==> config.mk <==
export PLATFORM = sky130hd
export DESIGN_NAME = uart_gpio_master
export DESIGN_NICKNAME = d
export VERILOG_FILES = /design/src/rtl/uart_pkg.sv /design/src/rtl/uart_rx_core.sv /design/src/rtl/uart_gpio_master.sv
export SDC_FILE = /design/constraint.sdc
export NUM_CORES = 1
export LEC_CHECK = 0
export ABC_AREA = 0
export BUFFER_PORTS_ARGS = -buffer_cell sky130_fd_sc_hd__buf_2
export CORE_ASPECT_RATIO = 1.75
export CORE_UTILIZATION = 57
export DETAILED_ROUTE_END_ITERATION = 8
export GPL_ROUTABILITY_DRIVEN = 0
export PLACE_DENSITY = 0.82
export SYNTH_ARGS = -nofsm -noshare
export SYNTH_HDL_FRONTEND = slang
export SYNTH_SLANG_ARGS = --single-unit
==> constraint.sdc <==
create_clock -name clk -period 4.8 [get_ports clk]
set_input_delay 0.48 -clock clk [delete_from_list [all_inputs] [get_ports clk]]
set_output_delay 0.48 -clock clk [all_outputs]
set_load 0.05 [all_outputs]
==> src/rtl/uart_pkg.sv <==
// Shared definitions for the UART GPIO master: FSM encodings, frame constants
// and the helpers that size the bit-timing counters.
package uart_pkg;

  typedef enum logic [2:0] {
    ST_IDLE,
    ST_TX_START,
    ST_TX_DATA,
    ST_TX_STOP,
    ST_WAIT
  } state_e;

  typedef enum logic [1:0] {
    RX_IDLE,
    RX_START,
    RX_DATA,
    RX_STOP
  } rx_state_e;

  localparam logic START_BIT = 1'b0;
  localparam logic STOP_BIT  = 1'b1;
  localparam int   DATA_BITS = 8;

  function automatic int clks_per_bit(input int clk_freq, input int baud);
    return clk_freq / baud;
  endfunction

  // Width of a down-counter that holds 0 .. n-1.
  function automatic int ctr_width(input int n);
    return (n <= 2) ? 1 : $clog2(n);
  endfunction

endpackage

==> src/rtl/uart_rx_core.sv <==
// Free-running 8N1 receiver: 2-flop synchronizer, glitch-rejecting start
// detection and mid-bit sampling of data and stop bits.
module uart_rx_core
  import uart_pkg::*;
#(
  parameter int CLKS_PER_BIT = 10
) (
  input  logic       clk,
  input  logic       rst,
  input  logic       rxd,
  output logic       rx_busy,
  output logic       rx_start,
  output logic       rx_done,
  output logic [7:0] rx_byte,
  output logic       rx_stop_bit
);

  localparam int CW = ctr_width(CLKS_PER_BIT);
  localparam logic [CW-1:0] FULL_LOAD = CW'(CLKS_PER_BIT - 1);
  localparam logic [CW-1:0] HALF_LOAD = CW'(CLKS_PER_BIT / 2 - 1);

  logic          sync1_q, sync2_q, prev_q;
  rx_state_e     state_q, state_d;
  logic [CW-1:0] cnt_q, cnt_d;
  logic [2:0]    bit_q, bit_d;
  logic [7:0]    shift_q, shift_d;
  logic          fall;

  always_ff @(posedge clk or posedge rst) begin
    if (rst) begin
      sync1_q <= 1'b1;
      sync2_q <= 1'b1;
      prev_q  <= 1'b1;
      state_q <= RX_IDLE;
      cnt_q   <= '0;
      bit_q   <= '0;
      shift_q <= '0;
    end else begin
      sync1_q <= rxd;
      sync2_q <= sync1_q;
      prev_q  <= sync2_q;
      state_q <= state_d;
      cnt_q   <= cnt_d;
      bit_q   <= bit_d;
      shift_q <= shift_d;
    end
  end

  assign fall = prev_q & ~sync2_q;

  always_comb begin
    state_d  = state_q;
    cnt_d    = cnt_q;
    bit_d    = bit_q;
    shift_d  = shift_q;
    rx_start = 1'b0;
    rx_done  = 1'b0;
    case (state_q)
      RX_IDLE: begin
        if (fall) begin
          state_d  = RX_START;
          cnt_d    = HALF_LOAD;
          rx_start = 1'b1;
        end
      end
      RX_START: begin
        if (cnt_q == '0) begin
          // A line already back high at mid start bit was only a glitch.
          if (sync2_q != START_BIT) begin
            state_d = RX_IDLE;
          end else begin
            state_d = RX_DATA;
            cnt_d   = FULL_LOAD;
            bit_d   = '0;
          end
        end else begin
          cnt_d = cnt_q - 1'b1;
        end
      end
      RX_DATA: begin
        if (cnt_q == '0) begin
          shift_d = {sync2_q, shift_q[7:1]};
          cnt_d   = FULL_LOAD;
          if (bit_q == 3'(DATA_BITS - 1)) begin
            state_d = RX_STOP;
          end else begin
            bit_d = bit_q + 1'b1;
          end
        end else begin
          cnt_d = cnt_q - 1'b1;
        end
      end
      RX_STOP: begin
        if (cnt_q == '0) begin
          rx_done = 1'b1;
          state_d = RX_IDLE;
        end else begin
          cnt_d = cnt_q - 1'b1;
        end
      end
      default: state_d = RX_IDLE;
    endcase
  end

  assign rx_busy     = (state_q != RX_IDLE);
  assign rx_byte     = shift_q;
  assign rx_stop_bit = sync2_q;

endmodule

==> src/rtl/uart_gpio_master.sv <==
// Host-side initiator for the UART GPIO bridge: sends one command byte as 8N1
// and reports the bridge's echo byte or a timeout as a one-cycle pulse.
module uart_gpio_master
  import uart_pkg::*;
#(
  parameter int CLK_FREQ     = 50_000_000,
  parameter int BAUD         = 115200,
  parameter int TIMEOUT_BITS = 16
) (
  input  logic       clk,
  input  logic       rst,
  input  logic       req_valid,
  output logic       req_ready,
  input  logic [7:0] req_data,
  output logic       rsp_valid,
  output logic [7:0] rsp_data,
  output logic       rsp_frame_err,
  output logic       rsp_timeout,
  output logic       busy,
  output logic       TxD,
  input  logic       RxD
);

  localparam int CPB       = clks_per_bit(CLK_FREQ, BAUD);
  localparam int CW        = ctr_width(CPB);
  localparam int TMO_LIMIT = TIMEOUT_BITS * CPB;
  localparam int TW        = $clog2(TMO_LIMIT + 1);
  localparam logic [CW-1:0] BIT_LOAD = CW'(CPB - 1);
  localparam logic [TW-1:0] TMO_LAST = TW'(TMO_LIMIT - 1);

  state_e        state_q, state_d;
  logic [CW-1:0] baud_q, baud_d;
  logic [2:0]    bit_q, bit_d;
  logic [7:0]    shift_q, shift_d;
  logic          txd_q, txd_d;
  logic          ready_q, ready_d;
  logic          armed_q, armed_d;
  logic [TW-1:0] tmo_q, tmo_d;
  logic          rsp_valid_q, rsp_valid_d;
  logic [7:0]    rsp_data_q, rsp_data_d;
  logic          rsp_ferr_q, rsp_ferr_d;
  logic          rsp_timeout_q, rsp_timeout_d;

  logic       rx_busy, rx_start, rx_done, rx_stop_bit;
  logic [7:0] rx_byte;
  logic       in_window, finishing, arm_ok, rx_fire, tmo_run, tmo_hit;

  uart_rx_core #(
    .CLKS_PER_BIT(CPB)
  ) u_rx (
    .clk        (clk),
    .rst        (rst),
    .rxd        (RxD),
    .rx_busy    (rx_busy),
    .rx_start   (rx_start),
    .rx_done    (rx_done),
    .rx_byte    (rx_byte),
    .rx_stop_bit(rx_stop_bit)
  );

  always_ff @(posedge clk or posedge rst) begin
    if (rst) begin
      state_q       <= ST_IDLE;
      baud_q        <= '0;
      bit_q         <= '0;
      shift_q       <= '0;
      txd_q         <= 1'b1;
      ready_q       <= 1'b1;
      armed_q       <= 1'b0;
      tmo_q         <= '0;
      rsp_valid_q   <= 1'b0;
      rsp_data_q    <= '0;
      rsp_ferr_q    <= 1'b0;
      rsp_timeout_q <= 1'b0;
    end else begin
      state_q       <= state_d;
      baud_q        <= baud_d;
      bit_q         <= bit_d;
      shift_q       <= shift_d;
      txd_q         <= txd_d;
      ready_q       <= ready_d;
      armed_q       <= armed_d;
      tmo_q         <= tmo_d;
      rsp_valid_q   <= rsp_valid_d;
      rsp_data_q    <= rsp_data_d;
      rsp_ferr_q    <= rsp_ferr_d;
      rsp_timeout_q <= rsp_timeout_d;
    end
  end

  // The response window opens with our stop bit; the pulse cycle closes it.
  always_comb begin
    in_window = (state_q == ST_TX_STOP) || (state_q == ST_WAIT);
    finishing = rsp_valid_q || rsp_timeout_q;
    arm_ok    = in_window && !finishing;
    rx_fire   = rx_done && armed_q;
    tmo_run   = in_window && !finishing && !(armed_q && rx_busy);
    tmo_hit   = tmo_run && (tmo_q == TMO_LAST);
  end

  always_comb begin
    state_d       = state_q;
    baud_d        = baud_q;
    bit_d         = bit_q;
    shift_d       = shift_q;
    txd_d         = txd_q;
    armed_d       = armed_q;
    tmo_d         = tmo_q;
    rsp_valid_d   = 1'b0;
    rsp_data_d    = rsp_data_q;
    rsp_ferr_d    = rsp_ferr_q;
    rsp_timeout_d = 1'b0;

    if (tmo_run) begin
      tmo_d = tmo_q + 1'b1;
    end

    case (state_q)
      ST_IDLE: begin
        if (req_valid && ready_q) begin
          state_d = ST_TX_START;
          shift_d = req_data;
          txd_d   = START_BIT;
          baud_d  = BIT_LOAD;
        end
      end
      ST_TX_START: begin
        if (baud_q == '0) begin
          state_d = ST_TX_DATA;
          txd_d   = shift_q[0];
          shift_d = {1'b0, shift_q[7:1]};
          bit_d   = '0;
          baud_d  = BIT_LOAD;
        end else begin
          baud_d = baud_q - 1'b1;
        end
      end
      ST_TX_DATA: begin
        if (baud_q == '0) begin
          baud_d = BIT_LOAD;
          if (bit_q == 3'(DATA_BITS - 1)) begin
            state_d = ST_TX_STOP;
            txd_d   = STOP_BIT;
            tmo_d   = '0;
          end else begin
            bit_d   = bit_q + 1'b1;
            txd_d   = shift_q[0];
            shift_d = {1'b0, shift_q[7:1]};
          end
        end else begin
          baud_d = baud_q - 1'b1;
        end
      end
      ST_TX_STOP: begin
        if (baud_q == '0) begin
          state_d = ST_WAIT;
        end else begin
          baud_d = baud_q - 1'b1;
        end
      end
      ST_WAIT: begin
        if (finishing) begin
          state_d = ST_IDLE;
        end
      end
      default: state_d = ST_IDLE;
    endcase

    // A completing response beats a timeout landing on the same cycle.
    if (rx_fire) begin
      rsp_valid_d = 1'b1;
      rsp_data_d  = rx_byte;
      rsp_ferr_d  = (rx_stop_bit != STOP_BIT);
    end else if (tmo_hit) begin
      rsp_timeout_d = 1'b1;
    end

    if (rx_start) begin
      armed_d = arm_ok;
    end else if (!rx_busy || rx_fire || (state_q == ST_IDLE)) begin
      armed_d = 1'b0;
    end
  end

  assign ready_d       = (state_d == ST_IDLE);
  assign req_ready     = ready_q;
  assign busy          = !ready_q;
  assign TxD           = txd_q;
  assign rsp_valid     = rsp_valid_q;
  assign rsp_data      = rsp_data_q;
  assign rsp_frame_err = rsp_ferr_q;
  assign rsp_timeout   = rsp_timeout_q;

endmodule

==> impl_metrics.json, run 1 <==
{
  "critical_path_required_ns": 5.03,
  "ios": 26,
  "synth_top_area_frac": 0.460,
  "hp-class": "in -> reg",
  "setup-tns-final_ns": 0,
  "yosysSeqAreaShare": 0.494,
  "cts_hold_buf": 0,
  "worst_slew_pin_slew_ns": 0.918,
  "grt_pass1_vias": 3073,
  "max_freq_mhz": 336,
  "period_minus_slack_ns": 2.98,
  "core-area_mm2": 0.00649,
  "vias": 2994,
  "outcome": "finished clean",
  "synthTopCellsByArea": "dfrtp_1 (46%), mux2_2 (5.0%), nor2_1 (4.4%)",
  "worstPathCellList": "nor4_1 -> nand3_1 -> nor2_1 -> mux2_2",
  "critPathCaptureType": "flop",
  "clock_path_buffers": 2,
  "route.antenna.remaining_nets": 0,
  "cts_setup_buffers": 0,
  "fin_crit_sh": 0.621,
  "cts_resized": 0,
  "drv_slew": 0,
  "avgRoutedWirePerCell_um": 16.1,
  "syn_nets": 408,
  "initial_core_util": 0.587,
  "worstSkewPairLatency_ns": 0.35,
  "antenna_found_initial": 0,
  "leakage_uw": 0.00197,
  "r2r-end": "rsp_data[0]",
  "dp_hpwl_um": 5490,
  "drive_gt1_frac": 0.178,
  "rows": 39,
  "overflow": 0,
  "utilization": 0.660,
  "grt_pass1_wl_um": 13600,
  "drcViolationCount": 0,
  "clock-root-buffer": "clkbuf_16",
  "whs_path_depth": 1,
  "firstDrtPassIters": 4,
  "path_clk_slew_ns": 0.07,
  "max-slew-margin-rel": 0.388,
  "track_usage": 0.254,
  "htreeDepth": 3,
  "r2r_start": "u_rx.cnt_q[4]",
  "synth-main-ff-cell": "dfrtp_1",
  "io_buffer_count": 25,
  "synth.avg_cell_area_um2": 9.89,
  "min_from": "RxD",
  "grt_max_degree": 76,
  "drv_cap": 0,
  "slowest_stage": "nor2_1",
  "die_w_um": 63.8,
  "synth_edf_count": 0,
  "cts_buffers": 9,
  "synth_cell_types": 55,
  "synth_top_area_cell": "dfrtp_1",
  "viasPerCell": 6.02,
  "cp-start-kind": "flop",
  "ff2ff_setup_slack_ns": 1.82,
  "die_h_um": 110,
  "finalHoldViolations": 0,
  "async_reset_ff_frac": 1.00,
  "arrival_ns": 3.21,
  "crit_fanout": 13,
  "drt_iter0_drc": 281,
  "slowest_delay_ns": 0.84,
  "synth_area_mm2": 0.00381,
  "hold_path_end": "u_rx.sync1_q",
  "cts_sinks": 75,
  "power_density_mw_per_mm2": 518,
  "area_growth_pct": 12.5,
  "cts_tree": "done",
  "setup_violations": 0,
  "wl_um": 8020,
  "rsz0062_at_grt": "false",
  "ys_warn_count": 0,
  "die_area_mm2": 0.00703,
  "nets": 433,
  "syn_inst": 385,
  "finalClockSkew_ns": 0.00729,
  "antenna_cells": 0,
  "rr_worst_depth": 4,
  "crit_type": "reg -> reg",
  "synth_seq_cells": 75,
  "ir_drop_mv": 0.334
}
## logic make-up (layout without fill, tap and decap cells)
group | after synthesis | after routing | synth area share
xor+xnor | 12 | 12 | 0.0276
flops | 75 | 75 | 0.494
mux | 26 | 26 | 0.0739
fa+ha+maj | 11 | 11 | 0.0361
compound gates | 87 | 87 | 0.150
simple gates | 144 | 144 | 0.186
buf+inv | 30 | 60 | 0.0319
## critical path, delay by kind of cell (launching register included)
kind | cells | cell delay, ns
flip-flops | 1 | 0.44
multiplexers | 1 | 0.42
AND/OR/NAND/NOR | 3 | 2.00
## per-layer routing
metal	vias to the layer above	part of all wire	GRT usage
met3	20	0.025	0.0340
met1	1472	0.39	0.271
li1	1436	-	-
met4	0	0.032	0.172
met2	66	0.55	0.460
met5	-	0	0
## how the worst max path moves through the flow
| stage | from | to | slack (ns) | cells after the start |
|---|---|---|---|---|
| 6_report | u_rx.cnt_q[4] | rsp_data[0] | 1.82 | 4 |
| 5_1_grt | u_rx.cnt_q[4] | rsp_data[6] | 1.60 | 4 |
| 4_1_cts | u_rx.cnt_q[4] | rsp_data[0] | 1.87 | 4 |
| 3_5_place_dp | u_rx.cnt_q[4] | rsp_data[0] | 1.88 | 4 |
| 3_3_place_gp | u_rx.cnt_q[4] | rsp_data[5] | 2.07 | 4 |
| 2_1_floorplan | rst | async pin | 2.42 | 1 |
## registers in the layout, indices dropped and copies added (netlist names), 3 cells and up, named ones only
signal and flops:
u_rx.bit_q 3, rsp_data 8, bit_q 3, u_rx.cnt_q 9, tmo_q 13, u_rx.rx_byte 8, shift_q 8, baud_q 9
state_q 3
## cells in the mapped netlist, drive strengths merged (5+ instances only)
cell type,number
nand2b,6
a22o,6
nor4,7
nand4,5
dfstp,5
nand3,10
o21ai,19
mux2i,9
mux2,17
clkbuf,6
buf,6
dfrtp,70
o22ai,5
inv,18
nand2,34
ha,11
a21oi,25
nor2,45
nor3,14
xnor2,11
## layout make-up
cell class | instances | area (um2)
clock buffers | 9 | 225
multi-input cells | 280 | 1800
clock inverters | 7 | 67.6
flip-flops and latches | 75 | 1880
well taps | 82 | 103
fillers | 494 | 2210
inverters | 18 | 67.6
repair buffers | 26 | 133
## cells in the final DEF, fill, tap and decap left out, types with 3 or more instances in the layout
cell       count
mux2i_1        9
mux2_2        17
o21ai_0       18
clkbuf_16      9
o21a_1         3
nor2_1        45
o22ai_1        5
ha_1          11
nand3_1       10
xnor2_1       11
or2_2          4
nor3_1        14
nand4_1        5
nand2b_1       6
a31oi_1        4
nand2_1       34
o31ai_1        3
or3_1          4
a211oi_1       3
nor4_1         5
a22o_1         6
inv_8          3
dfstp_2        5
buf_2         25
and3_1         3
a21oi_1       25
inv_1         17
dfrtp_1       70
## power by group
| group | total (uW) | leakage, uW | internal (uW) | switching (uW) |
|---|---|---|---|---|
| Combinational | 687 | 0.000866 | 263 | 424 |
| Clock | 663 | 0.000142 | 364 | 299 |
| Sequential | 868 | 0.000959 | 754 | 115 |
## stage by stage
step                cells  area, um2  hold WS [ns]  worst slack, ns  total power (uW)
floorplan             385       3810         0.345             2.42              1370
global placement      481       3990         0.347             2.07              1500
detailed placement    481       3990         0.360             1.88              1540
CTS                   497       4280         0.222             1.87              2210
global route          497       4280         0.224             1.60              2340
finish                497       4280         0.226             1.82              2220
Power figures use the tool's default switching activity.
==> run 2, diff against run 1 <==
- ABC_AREA: 0 -> 1
- clock period: 4.8 -> 2.9 ns (I/O delays scaled with it)
==> run 2 against run 1 <==
Compared with the run above: die area increased by 8.7%; synthesized cell count grew 33%; register-to-register slack got worse by 0.83 ns; cell area increased by 9.0%; clock skew shrank 0.0024 ns; critical path type unchanged; wire length rose by 10%; highest routed layer unchanged; critical endpoint is now baud_q[6]; clock power increased by 86%; first-iteration DRC count fell by 10%; flip-flop and latch count did not move; global-route usage up 0.76 points; sequential power increased by 36%; sequential share of layout area fell by 3.6 points.
==> impl_metrics.json, run 2 <==
{
  "synth-main-ff-cell": "dfrtp_1",
  "rows": 40,
  "antenna_cells": 0,
  "crit_fanout": 11,
  "clock-root-buffer": "clkbuf_16",
  "grt_pass1_wl_um": 15000,
  "io_buffer_count": 25,
  "critPathCaptureType": "flop",
  "firstDrtPassIters": 4,
  "synth_seq_cells": 75,
  "drt_iter0_drc": 252,
  "cts_buffers": 9,
  "critical_path_required_ns": 3.13,
  "p_sw_uw": 963,
  "period_minus_slack_ns": 1.91,
  "nets": 567,
  "drv_cap": 0,
  "outcome": "finished clean",
  "synth_common_cells": "nand2_1 (140), dfrtp_1 (70), inv_1 (62)",
  "path_clk_slew_ns": 0.06,
  "seqPwrFrac": 0.381,
  "nFillCells": 561,
  "syn_nets": 536,
  "synthTopCellsByArea": "dfrtp_1 (42%), nand2_1 (13%), inv_1 (5.6%)",
  "area_growth_pct": 12.5,
  "dp.cells": 617,
  "synth.avg_cell_area_um2": 8.09,
  "worst_slew_pin_slew_ns": 0.677,
  "drcViolationCount": 0,
  "cts_setup_buffers": 0,
  "drive_gt1_frac": 0.169,
  "multi_input_area_mm2": 0.00194,
  "finalClockSkew_ns": 0.00490,
  "crit_type": "reg -> reg",
  "p_sw_frac": 0.311,
  "final_cell_mix": "nand2_1 (140), dfrtp_1 (70), inv_1 (61)",
  "cts_hold_buf": 0,
  "setup-tns-final_ns": 0,
  "vias": 3479,
  "clock_path_buffers": 2,
  "final_cell_count_no_fill": 633,
  "pwr-share-comb": 0.223,
  "avgRoutedWirePerCell_um": 13.9,
  "initial_core_util": 0.597,
  "power_frac_clock": 0.395,
  "cts_sinks": 75,
  "drv_slew": 0,
  "die_h_um": 115,
  "route.antenna.remaining_nets": 0,
  "core-area_mm2": 0.00696,
  "antenna_found_initial": 0,
  "regMostFlops": "tmo_q",
  "viasPerCell": 5.50,
  "synth_area_mm2": 0.00415,
  "cts_tree": "done",
  "yosysSeqAreaShare": 0.454,
  "ir_drop_mv": 0.400,
  "fin_crit_sh": 0.657,
  "die_area_mm2": 0.00764,
  "synth_top_area_frac": 0.422,
  "async_reset_ff_frac": 1.00,
  "dp_hpwl_um": 6330,
  "power_density_mw_per_mm2": 664,
  "track_usage": 0.262,
  "cp-start-kind": "flop",
  "utilization": 0.671,
  "synth_edf_count": 0,
  "intPower_uw": 2140,
  "leakage_uw": 0.00233,
  "setup_violations": 0,
  "reg.largest.list": "tmo_q (13), baud_q (9), u_rx.cnt_q (9)",
  "finalHoldViolations": 0,
  "overflow": 0,
  "worstSkewPairLatency_ns": 0.34,
  "cts_resized": 0,
  "mostFrequentLayoutCell": "nand2_1",
  "hp-class": "in -> async",
  "seqCellArea_mm2": 0.00188,
  "synth_top_area_cell": "dfrtp_1",
  "htreeDepth": 3,
  "max-slew-margin-rel": 0.548,
  "grt_pass1_vias": 3511,
  "die_w_um": 66.5,
  "ios": 26,
  "max_freq_mhz": 525,
  "ys_warn_count": 0,
  "largest_reg_flops": 13,
  "grt_max_degree": 33,
  "synth_most_common_cell": "nand2_1",
  "rsz0062_at_grt": "false",
  "syn_inst": 513,
  "wl_um": 8820,
  "arrival_ns": 2.13,
  "synth_cell_types": 37
}
[run 2: cell count changes after synthesis, moves of 6 or more]
cell,previous run,this run
inv_2,0,11
o21ai_1,1,25
o21ai_2,0,10
xnor2_1,11,0
mux2_2,17,0
a21oi_1,25,14
a22o_1,6,0
xor2_1,1,7
clkbuf_1,6,0
nand2b_1,6,0
nand3_1,10,34
nor3_1,14,7
nand2_1,34,140
inv_1,18,62
[run 2: kinds of logic after synthesis]
group,synth area share
mux,0.0169
buf+inv,0.0796
compound gates,0.108
xor+xnor,0.0148
simple gates,0.294
fa+ha+maj,0.0332
flops,0.454
[run 2: layout make-up]
| type | count | area share |
|---|---|---|
| Clock buffer | 12 | 0.0549 |
| Clock inverter | 4 | 0.0155 |
| Inverter | 73 | 0.0587 |
| Multi-Input combinational cell | 358 | 0.415 |
| Sequential cell | 75 | 0.403 |
| Tap cell | 84 | 0.0225 |
| Timing Repair Buffer | 27 | 0.0300 |
[run 2: critical path, stage by stage (launching register included)]
cell	delay [ns]
dfrtp_1	0.36
inv_1	0.12
ha_1	0.21
nand2_1	0.07
nor2_1	0.19
nand3_2	0.24
nand3_1	0.12
nand2_1	0.24
nand2_1	0.17
nand2_1	0.06
[run 2: power by group through the flow]
stage                     logic, uW  clock network [uW]  registers [uW]
after floorplan                 521                   0            1180
after CTS                       674                1230            1180
after global placement          632                   0            1190
final                           693                1230            1180
after detailed placement        662                   0            1200
after global routing            774                1270            1190
[run 2: final timing paths]
check | from | end | slack [ns] | cells after the start
min | rst | u_rx.rx_byte[0] | 0.05 | 2
max in group asynchronous | rst | u_rx.prev_q | 2.03 | 3
min reg2reg | u_rx.sync1_q | u_rx.rx_stop_bit | 0.36 | 0
min in group clk | RxD | u_rx.sync1_q | 0.05 | 1
max | baud_q[0] | baud_q[6] | 0.99 | 9
max reg2reg | baud_q[0] | baud_q[6] | 0.99 | 9
[run 2: stage by stage]
stage | worst slack, ns | area (um2) | hold WS [ns] | total power, uW
after detailed placement | 1.03 | 4340 | 0.348 | 1860
after floorplan | 0.708 | 4150 | 0.294 | 1700
after global placement | 1.11 | 4340 | 0.346 | 1820
final | 0.995 | 4670 | 0.0483 | 3100
after CTS | 1.00 | 4670 | 0.0425 | 3090
after global routing | 0.685 | 4670 | 0.0452 | 3240
[run 2: per-layer routing]
layer | vias to the layer above | part of all wire | GRT usage
met3 | 22 | 0.031 | 0.0595
li1 | 1721 | - | -
met2 | 81 | 0.54 | 0.454
met1 | 1655 | 0.40 | 0.287
met4 | 0 | 0.029 | 0.146
met5 | - | 0 | 0
==> run 3, diff against run 2 <==
- ABC_AREA: 1 -> 0
- clock period: 2.9 -> 2 ns (I/O delays scaled with it)
==> run 3 against run 2 <==
Compared with the run above: the flow now finishes with violations (negative setup slack); sequential power up 76%; setup slack worse by 1.0 ns; highest routed layer unchanged; utilization up 8.0 points; maximum frequency down 6.5%.
==> impl_metrics.json, run 3 (synthesis gave the netlist of run 1 again) <==
{
  "worstPathCellList": "or3b_4 -> a2111o_1 -> buf_6 -> or3_4 -> a21oi_2",
  "mostFrequentLayoutCell": "dfrtp_1",
  "drv_slew": 0,
  "crit_fanout": 5,
  "max-slew-margin-rel": 0.612,
  "core-area_mm2": 0.00649,
  "period_minus_slack_ns": 2.04,
  "grt_max_degree": 52,
  "firstDrtPassIters": 4,
  "htreeDepth": 3,
  "vias": 3246,
  "outcome": "complete, but fails checks",
  "area_growth_pct": 28.1,
  "cts_buffers": 9,
  "die_area_mm2": 0.00703,
  "dp.cells": 514,
  "path_clk_slew_ns": 0.06,
  "rsz0062_at_grt": "true",
  "slowest_stage": "a2111o_1",
  "setup-tns-final_ns": -0.0365,
  "slowest_delay_ns": 0.54,
  "viasPerCell": 6.03,
  "final_cell_mix": "dfrtp_1 (70), nor2_1 (43), buf_4 (33)",
  "p_sw_frac": 0.350,
  "grt_pass1_wl_um": 14700,
  "avgRoutedWirePerCell_um": 18.4,
  "violations": "negative setup slack",
  "power_density_mw_per_mm2": 1200,
  "clock_path_buffers": 2,
  "io_buffer_count": 25,
  "worst_slew_pin_slew_ns": 0.580,
  "setup_violations": 1,
  "whs_ns": 0.109,
  "die_h_um": 110,
  "hp-class": "in -> reg",
  "track_usage": 0.280,
  "largest_reg_flops": 13,
  "route.antenna.remaining_nets": 0,
  "power_frac_clock": 0.297,
  "seqPwrFrac": 0.357,
  "ios": 26,
  "final_cell_area_mm2": 0.00488,
  "initial_core_util": 0.587,
  "nFillCells": 430,
  "drt_iter0_drc": 261,
  "intPower_uw": 3800,
  "wl_um": 9920,
  "final_cell_count_no_fill": 538,
  "ir_drop_mv": 0.930,
  "cts_sinks": 75,
  "die_w_um": 63.8,
  "leakage_uw": 0.00227,
  "nets": 474,
  "p_sw_uw": 2040,
  "arrival_ns": 2.31,
  "cts_tree": "done",
  "finalHoldViolations": 0,
  "worstSkewPairLatency_ns": 0.35,
  "cp-start-kind": "flop",
  "drive_gt1_frac": 0.303,
  "drcViolationCount": 0,
  "setup_ws_ns": -0.0365,
  "dpl_cell_area_mm2": 0.00427,
  "grt_pass1_vias": 3276,
  "antenna_found_initial": 0,
  "regMostFlops": "tmo_q",
  "pwr-share-comb": 0.346,
  "critical_path_required_ns": 2.27,
  "fin_crit_sh": 1.02,
  "rows": 39,
  "antenna_cells": 0,
  "clock-root-buffer": "clkbuf_16",
  "critPathCaptureType": "flop",
  "overflow": 0,
  "drv_cap": 0,
  "dp_hpwl_um": 6170,
  "reg.largest.list": "tmo_q (13), baud_q (9), u_rx.cnt_q (9)",
  "finalClockSkew_ns": 0.00771,
  "max_freq_mhz": 491,
  "crit_type": "reg -> reg"
}
==> run 3: final timing paths <==
path | start | end | slack [ns] | cells after the start
min | req_data[7] | shift_q[7] | 0.11 | 3
max | state_q[0] | tmo_q[5] | -0.04 | 5
max in group asynchronous | rst | u_rx.prev_q | 0.84 | 4
max reg2reg | state_q[0] | tmo_q[5] | -0.04 | 5
min reg2reg | u_rx.sync1_q | u_rx.rx_stop_bit | 0.36 | 0
min in group asynchronous | rst | shift_q[7] | 0.48 | 3
==> run 3: worst max-delay path, delay by kind of cell, from the launching register on <==
family | cells | cell delay [ns]
buffers and inverters | 1 | 0.18
and+or+nand+nor | 2 | 0.73
AOI/OAI and AO/OA | 2 | 0.66
DFF | 1 | 0.38
==> run 3: layout make-up <==
| cell class | instances | area (um2) | share of cell area |
|---|---|---|---|
| Multi-Input combinational cell | 280 | 1990 | 0.408 |
| Sequential cell | 75 | 1880 | 0.386 |
| Timing Repair Buffer | 67 | 512 | 0.105 |
| Clock buffer | 10 | 229 | 0.0469 |
| Tap cell | 82 | 103 | 0.0210 |
| Clock inverter | 6 | 90.1 | 0.0185 |
| Inverter | 18 | 71.3 | 0.0146 |
==> run 3: metrics by stage <==
step	utilization	total power, uW	worst slack (ns)
after floorplan	-	3300	0.0000886
after global routing	0.751	6140	-0.0698
final	0.751	5840	-0.0365
after global placement	0.658	3810	-0.0867
after CTS	0.719	5690	0.00193
after detailed placement	0.658	3910	-0.238
==> run 3: per-layer routing <==
| metal | track usage | vias up | wire, um |
|---|---|---|---|
| met4 | 0.177 | 0 | 308 |
| met3 | 0.0772 | 26 | 363 |
| met2 | 0.523 | 99 | 5740 |
| met1 | 0.263 | 1606 | 3510 |
| li1 | - | 1515 | - |
| met5 | 0 | - | 0 |
==> run 3: repair_timing <==
action                                 4_1_cts  5_1_grt
hold buffers                                 2        0
setup buffers                                2        3
gates cloned                                 0        1
setup endpoints to repair                   23       55
endpoints found under the hold margin       23        0
resized for setup                            6       36
pin swaps                                    2       15
==> run 3: power groups by stage <==
stage	logic, uW	clock network (uW)	registers [uW]
2_1_floorplan	1230	0	2070
3_3_place_gp	1770	0	2040
3_5_place_dp	1850	0	2070
4_1_cts	1900	1750	2040
5_1_grt	2230	1800	2110
6_report	2020	1730	2080
